### src/rtl/alu_arbiter.sv
// Round-robin arbiter that shares one registered ALU between the issue and address-generation
// requesters, holding the ALU inputs stable and returning a tagged, back-pressurable response.
module alu_arbiter #(
    parameter int W     = 32,
    parameter int CNT_W = 16
) (
    input  logic             clk,
    input  logic             rst_n,
    input  logic [1:0]       req_valid,
    output logic [1:0]       req_ready,
    input  logic [5:0]       req_op0,
    input  logic [5:0]       req_op1,
    input  logic [W-1:0]     req_rs0,
    input  logic [W-1:0]     req_rs1,
    input  logic [W-1:0]     req_rt0,
    input  logic [W-1:0]     req_rt1,
    input  logic [W-1:0]     req_imm0,
    input  logic [W-1:0]     req_imm1,
    output logic [5:0]       alu_op,
    output logic [W-1:0]     alu_rs,
    output logic [W-1:0]     alu_rt,
    output logic [W-1:0]     alu_imm,
    input  logic [W-1:0]     alu_rd,
    input  logic [W-1:0]     alu_a,
    output logic             rsp_valid,
    input  logic             rsp_ready,
    output logic             rsp_id,
    output logic [W-1:0]     rsp_data,
    output logic             rsp_err,
    output logic             busy,
    output logic [CNT_W-1:0] ops_done
);

    typedef enum logic [1:0] {IDLE, EXEC, CAPT, RESP} state_t;

    state_t           state_q, state_d;
    logic             last_q, last_d;
    logic [5:0]       alu_op_q, alu_op_d;
    logic [W-1:0]     alu_rs_q, alu_rs_d;
    logic [W-1:0]     alu_rt_q, alu_rt_d;
    logic [W-1:0]     alu_imm_q, alu_imm_d;
    logic             rsp_id_q, rsp_id_d;
    logic [W-1:0]     rsp_data_q, rsp_data_d;
    logic             rsp_err_q, rsp_err_d;
    logic [CNT_W-1:0] ops_done_q, ops_done_d;

    logic       grant_any;
    logic       grant_idx;
    logic [1:0] grant_vec;
    logic       accept;
    logic       op_err;
    logic       op_mem;

    // Both valid: favour the requester that did not win last time.
    always_comb begin
        grant_any = |req_valid;
        grant_idx = 1'b0;
        if (req_valid == 2'b11) begin
            grant_idx = ~last_q;
        end else if (req_valid[1]) begin
            grant_idx = 1'b1;
        end
        grant_vec = '0;
        grant_vec[grant_idx] = grant_any;
    end

    assign req_ready = (state_q == IDLE && rst_n) ? grant_vec : '0;
    assign accept    = |req_ready;

    assign op_err = (alu_op_q > 6'h0D);
    assign op_mem = (alu_op_q == 6'h0C) || (alu_op_q == 6'h0D);

    always_comb begin
        state_d    = state_q;
        last_d     = last_q;
        alu_op_d   = alu_op_q;
        alu_rs_d   = alu_rs_q;
        alu_rt_d   = alu_rt_q;
        alu_imm_d  = alu_imm_q;
        rsp_id_d   = rsp_id_q;
        rsp_data_d = rsp_data_q;
        rsp_err_d  = rsp_err_q;
        ops_done_d = ops_done_q;
        case (state_q)
            IDLE: begin
                if (accept) begin
                    last_d    = grant_idx;
                    rsp_id_d  = grant_idx;
                    alu_op_d  = grant_idx ? req_op1  : req_op0;
                    alu_rs_d  = grant_idx ? req_rs1  : req_rs0;
                    alu_rt_d  = grant_idx ? req_rt1  : req_rt0;
                    alu_imm_d = grant_idx ? req_imm1 : req_imm0;
                    state_d   = EXEC;
                end
            end
            EXEC: state_d = CAPT;
            CAPT: begin
                rsp_err_d  = op_err;
                rsp_data_d = op_err ? '0 : (op_mem ? alu_a : alu_rd);
                state_d    = RESP;
            end
            RESP: begin
                if (rsp_ready) begin
                    ops_done_d = ops_done_q + 1'b1;
                    state_d    = IDLE;
                end
            end
            default: state_d = IDLE;
        endcase
    end

    always_ff @(posedge clk or negedge rst_n) begin
        if (!rst_n) begin
            state_q    <= IDLE;
            last_q     <= 1'b1;
            alu_op_q   <= '0;
            alu_rs_q   <= '0;
            alu_rt_q   <= '0;
            alu_imm_q  <= '0;
            rsp_id_q   <= 1'b0;
            rsp_data_q <= '0;
            rsp_err_q  <= 1'b0;
            ops_done_q <= '0;
        end else begin
            state_q    <= state_d;
            last_q     <= last_d;
            alu_op_q   <= alu_op_d;
            alu_rs_q   <= alu_rs_d;
            alu_rt_q   <= alu_rt_d;
            alu_imm_q  <= alu_imm_d;
            rsp_id_q   <= rsp_id_d;
            rsp_data_q <= rsp_data_d;
            rsp_err_q  <= rsp_err_d;
            ops_done_q <= ops_done_d;
        end
    end

    assign alu_op    = alu_op_q;
    assign alu_rs    = alu_rs_q;
    assign alu_rt    = alu_rt_q;
    assign alu_imm   = alu_imm_q;
    assign rsp_valid = (state_q == RESP);
    assign rsp_id    = rsp_id_q;
    assign rsp_data  = rsp_data_q;
    assign rsp_err   = rsp_err_q;
    assign busy      = (state_q != IDLE);
    assign ops_done  = ops_done_q;

endmodule

### config.mk
export PLATFORM = sky130hd
export DESIGN_NAME = alu_arbiter
export DESIGN_NICKNAME = d
export VERILOG_FILES = /design/src/rtl/alu_arbiter.sv
export SDC_FILE = /design/constraint.sdc
export NUM_CORES = 1
export LEC_CHECK = 0
export CAP_MARGIN = 10
export CELL_PAD_IN_SITES_DETAIL_PLACEMENT = 2
export CELL_PAD_IN_SITES_GLOBAL_PLACEMENT = 2
export CORE_MARGIN = 5
export CORE_UTILIZATION = 23
export CTS_CLUSTER_DIAMETER = 120
export DETAILED_ROUTE_END_ITERATION = 12
export PLACE_DENSITY_LB_ADDON = 0.12
export SKIP_CTS_REPAIR_TIMING = 1
export SLEW_MARGIN = 20
export SYNTH_ARGS = -nofsm -noshare
export SYNTH_HDL_FRONTEND = slang
export SYNTH_SLANG_ARGS = --single-unit
export TNS_END_PERCENT = 100
### constraint.sdc
create_clock -name clk -period 2.4 [get_ports clk]
set_input_delay 0.24 -clock clk [delete_from_list [all_inputs] [get_ports clk]]
set_output_delay 0.24 -clock clk [all_outputs]
set_load 0.02 [all_outputs]
==> out/results.ini, run 1 <==
[critical_path]
cpPeakStageDelay_ns = 0.65
r2r-start = state_q[0]
crit_top_cell = inv_1
reg2reg_to = alu_rt[6]
critPathBufInv = 4
worstPathRequired_ns = 2.16
reg2regPathDepth = 7
start_kind = flip-flop
worstPathMaxFanout = 4
cpMaxStageDelayCell = clkdlybuf4s50_1
cp-endpoint = busy
startpoint = state_q[0]
cp_top_family = buffers and inverters
end_kind = primary output
regToRegSetupSlack_ns = 0.59
path_depth = 5
path_cells = inv_1, ha_1, buf_4, inv_1, clkdlybuf4s50_1
cp.arrival_ns = 2.02
crit_type = flip-flop to primary output

[finish]
fin_cells = 1553
layout_commonest_cell = clkdlybuf4s50_1
multiInputGateArea_um2 = 2920
ff_latch_area_um2 = 3880
syn2layout_area_growth_pct = 77.5
drive_above_1_share = 0.0616
fillCellCount = 3271
nets = 1418
utilization = 0.415
final_cell_mix = clkdlybuf4s50_1, dfrtp_1, nand2_1

[pwr]
ir_worst_vdd_v = 0.000460
leakage_uw = 0.00553
power.density_nw_per_um2 = 1090
fin_total_pwr_uw = 13900

[grt]
grtUsageTotal = 0.179
grt_pass1_wl_mm = 49.1
grt_overflow = 0
grt_pass1_vias = 7935
grt_antenna_before_repair = 6
grt_max_degree = 64

[logic_synthesis]
ys_warn_count = 0
syn_nets = 983
synth_seq_cells = 155
ys_types = 29
synth-seq-area-share = 0.542
syn_area_per_cell_um2 = 10.2
synthCells = 705
netlist_area_um2 = 7160

[sta]
clock.fmax_mhz = 443
rsz0062_at_grt = no
final_max_slew_viol_count = 0
period_needed_ns = 2.26
setup_viol = 0
hold_slack_ns = 0.421
tightestPinTransition_ns = 0.857
slew_headroom = 0.429
finClkSkew_ns = 0.0167
post-route-period-util = 0.941
finalHoldViolations = 0

[clocking]
clk_latency_ns = 0.42
clock_sinks = 155
htreeDepth = 4
cts.reportedPaths.clkPinSlew_ns = 0.07
clock_path_buffers = 2
cts_root_buffer = clkbuf_16
cts_tree = done
cts_made_buffers = 17

[hold_path]
hold_path.class = input port to flip-flop

[drt]
drt-wirelength-per-cell_um = 20.6
routed_wl_mm = 32.0
ant_nets = 0
drt-initial-drc-count = 207
drc = 0
vias_per_cell = 4.50
dr.pass1.iters = 4
num_vias = 6984

[floorplanning]
rows = 64
fp.coreArea_um2 = 30700
die_h_um = 186
start_util = 0.234
ios = 429
fp.dieW_um = 186
die_area_um2 = 34800

[placed_design]
dp_hpwl_mm = 25.2
gp_congestion = 0.767
port_buffers = 428
dp.cells = 1516

[run]
drv_cap = 0

[run_status]
outcome = complete, no violations

-- worst min-delay path: cells and delay by family --
family / cells / cell delay [ns]
buffers and inverters: 1 / 0.40
AND/OR/NAND/NOR: 1 / 0.10
AO/OA/AOI/OAI: 1 / 0.07
-- logic make-up (layout without fill, tap and decap cells) --
family,after synthesis,in the layout,share of synthesized area
multiplexers,104,104,0.146
flip-flops,155,155,0.542
buffers and inverters,84,532,0.0545
XOR/XNOR,15,15,0.0183
AO/OA/AOI/OAI,145,145,0.120
other,0,4,0
AND/OR/NAND/NOR,197,197,0.111
adder cells (fa/ha/maj),5,5,0.00873
-- flip-flops by register name, summed over array words and instances, names as in the netlist --
register / count
rsp_id: 1
alu_imm: 32
alu_rt: 32
rsp_data: 32
rsp_err: 1
alu_op: 6
ops_done: 16
state_q: 2
last_q: 1
alu_rs: 32
-- layer usage --
layer	vias up	track usage	routed length, um
met5	-	0	47
met4	6	0.0516	699
met3	35	0.0721	2680
met2	253	0.325	16800
met1	3416	0.193	11800
li1	3274	-	-
-- worst min-delay path by stage --
stage	start	endpoint	slack (ns)	cells after the start
after floorplan	rst_n	alu_imm[0]	-0.06	0
after global placement	rst_n	rsp_id	0.42	2
after detailed placement	rst_n	rsp_id	0.42	2
after CTS	rst_n	alu_rt[20]	-0.05	2
after global routing	alu_rd[7]	rsp_data[7]	0.43	3
final	alu_rd[11]	rsp_data[11]	0.42	3
-- Yosys cell counts (all sizes together) --
| library cell | number | share of area |
|---|---|---|
| dfrtp | 154 | 0.54 |
| nand2 | 109 | 0.057 |
| o21ai | 106 | 0.074 |
| mux2i | 103 | 0.14 |
| nor2 | 67 | 0.035 |
| inv | 38 | 0.020 |
| o32ai | 31 | 0.038 |
| buf | 26 | 0.024 |
| clkbuf | 20 | 0.010 |
| xnor2 | 13 | 0.016 |
| nand3 | 11 | 0.0077 |
| ha | 5 | 0.0087 |
| nand4 | 4 | 0.0035 |
| a21oi | 3 | 0.0021 |
| and3 | 2 | 0.0017 |
| nor3 | 2 | 0.0021 |
| xor2 | 2 | 0.0024 |
| a21boi | 1 | 0.0016 |
| a21o | 1 | 0.0010 |
| dfstp | 1 | 0.0037 |
| mux2 | 1 | 0.0016 |
| nand3b | 1 | 0.0028 |
| nor2b | 1 | 0.00087 |
| o211ai | 1 | 0.0017 |
| o21a | 1 | 0.0010 |
| o22ai | 1 | 0.00087 |
-- metrics by stage --
stage	worst slack (ns)	TNS (ns)	instance area, um2
floorplan	0.821	0	7160
global placement	0.319	0	12100
detailed placement	0.270	0	12100
CTS	-0.0380	-0.0398	12700
global route	0.0636	0	12700
finish	0.142	0	12700
-- where the power goes --
part           total [uW]  internal, uW  switching [uW]
clock network        2750          1520            1230
logic                6840          3200            3640
registers            4330          3670             656
total               13900          8400            5530
-- final cells by class --
cell class | instances | share of cell area
flip-flops and latches | 155 | 0.305
multi-input cells | 466 | 0.229
repair buffers | 462 | 0.368
diodes | 4 | 0.000787
well taps | 396 | 0.0390
clock buffers | 20 | 0.0359
inverters | 38 | 0.0112
clock inverters | 12 | 0.0103
(Power assumes the default switching activity.)
==> run 2: changes to the inputs <==
Settings changed: HOLD_SLACK_MARGIN from default to 0.05.
==> results of run 2 <==
Same layout as run 1: the final DEF is identical, and so are final timing and power.
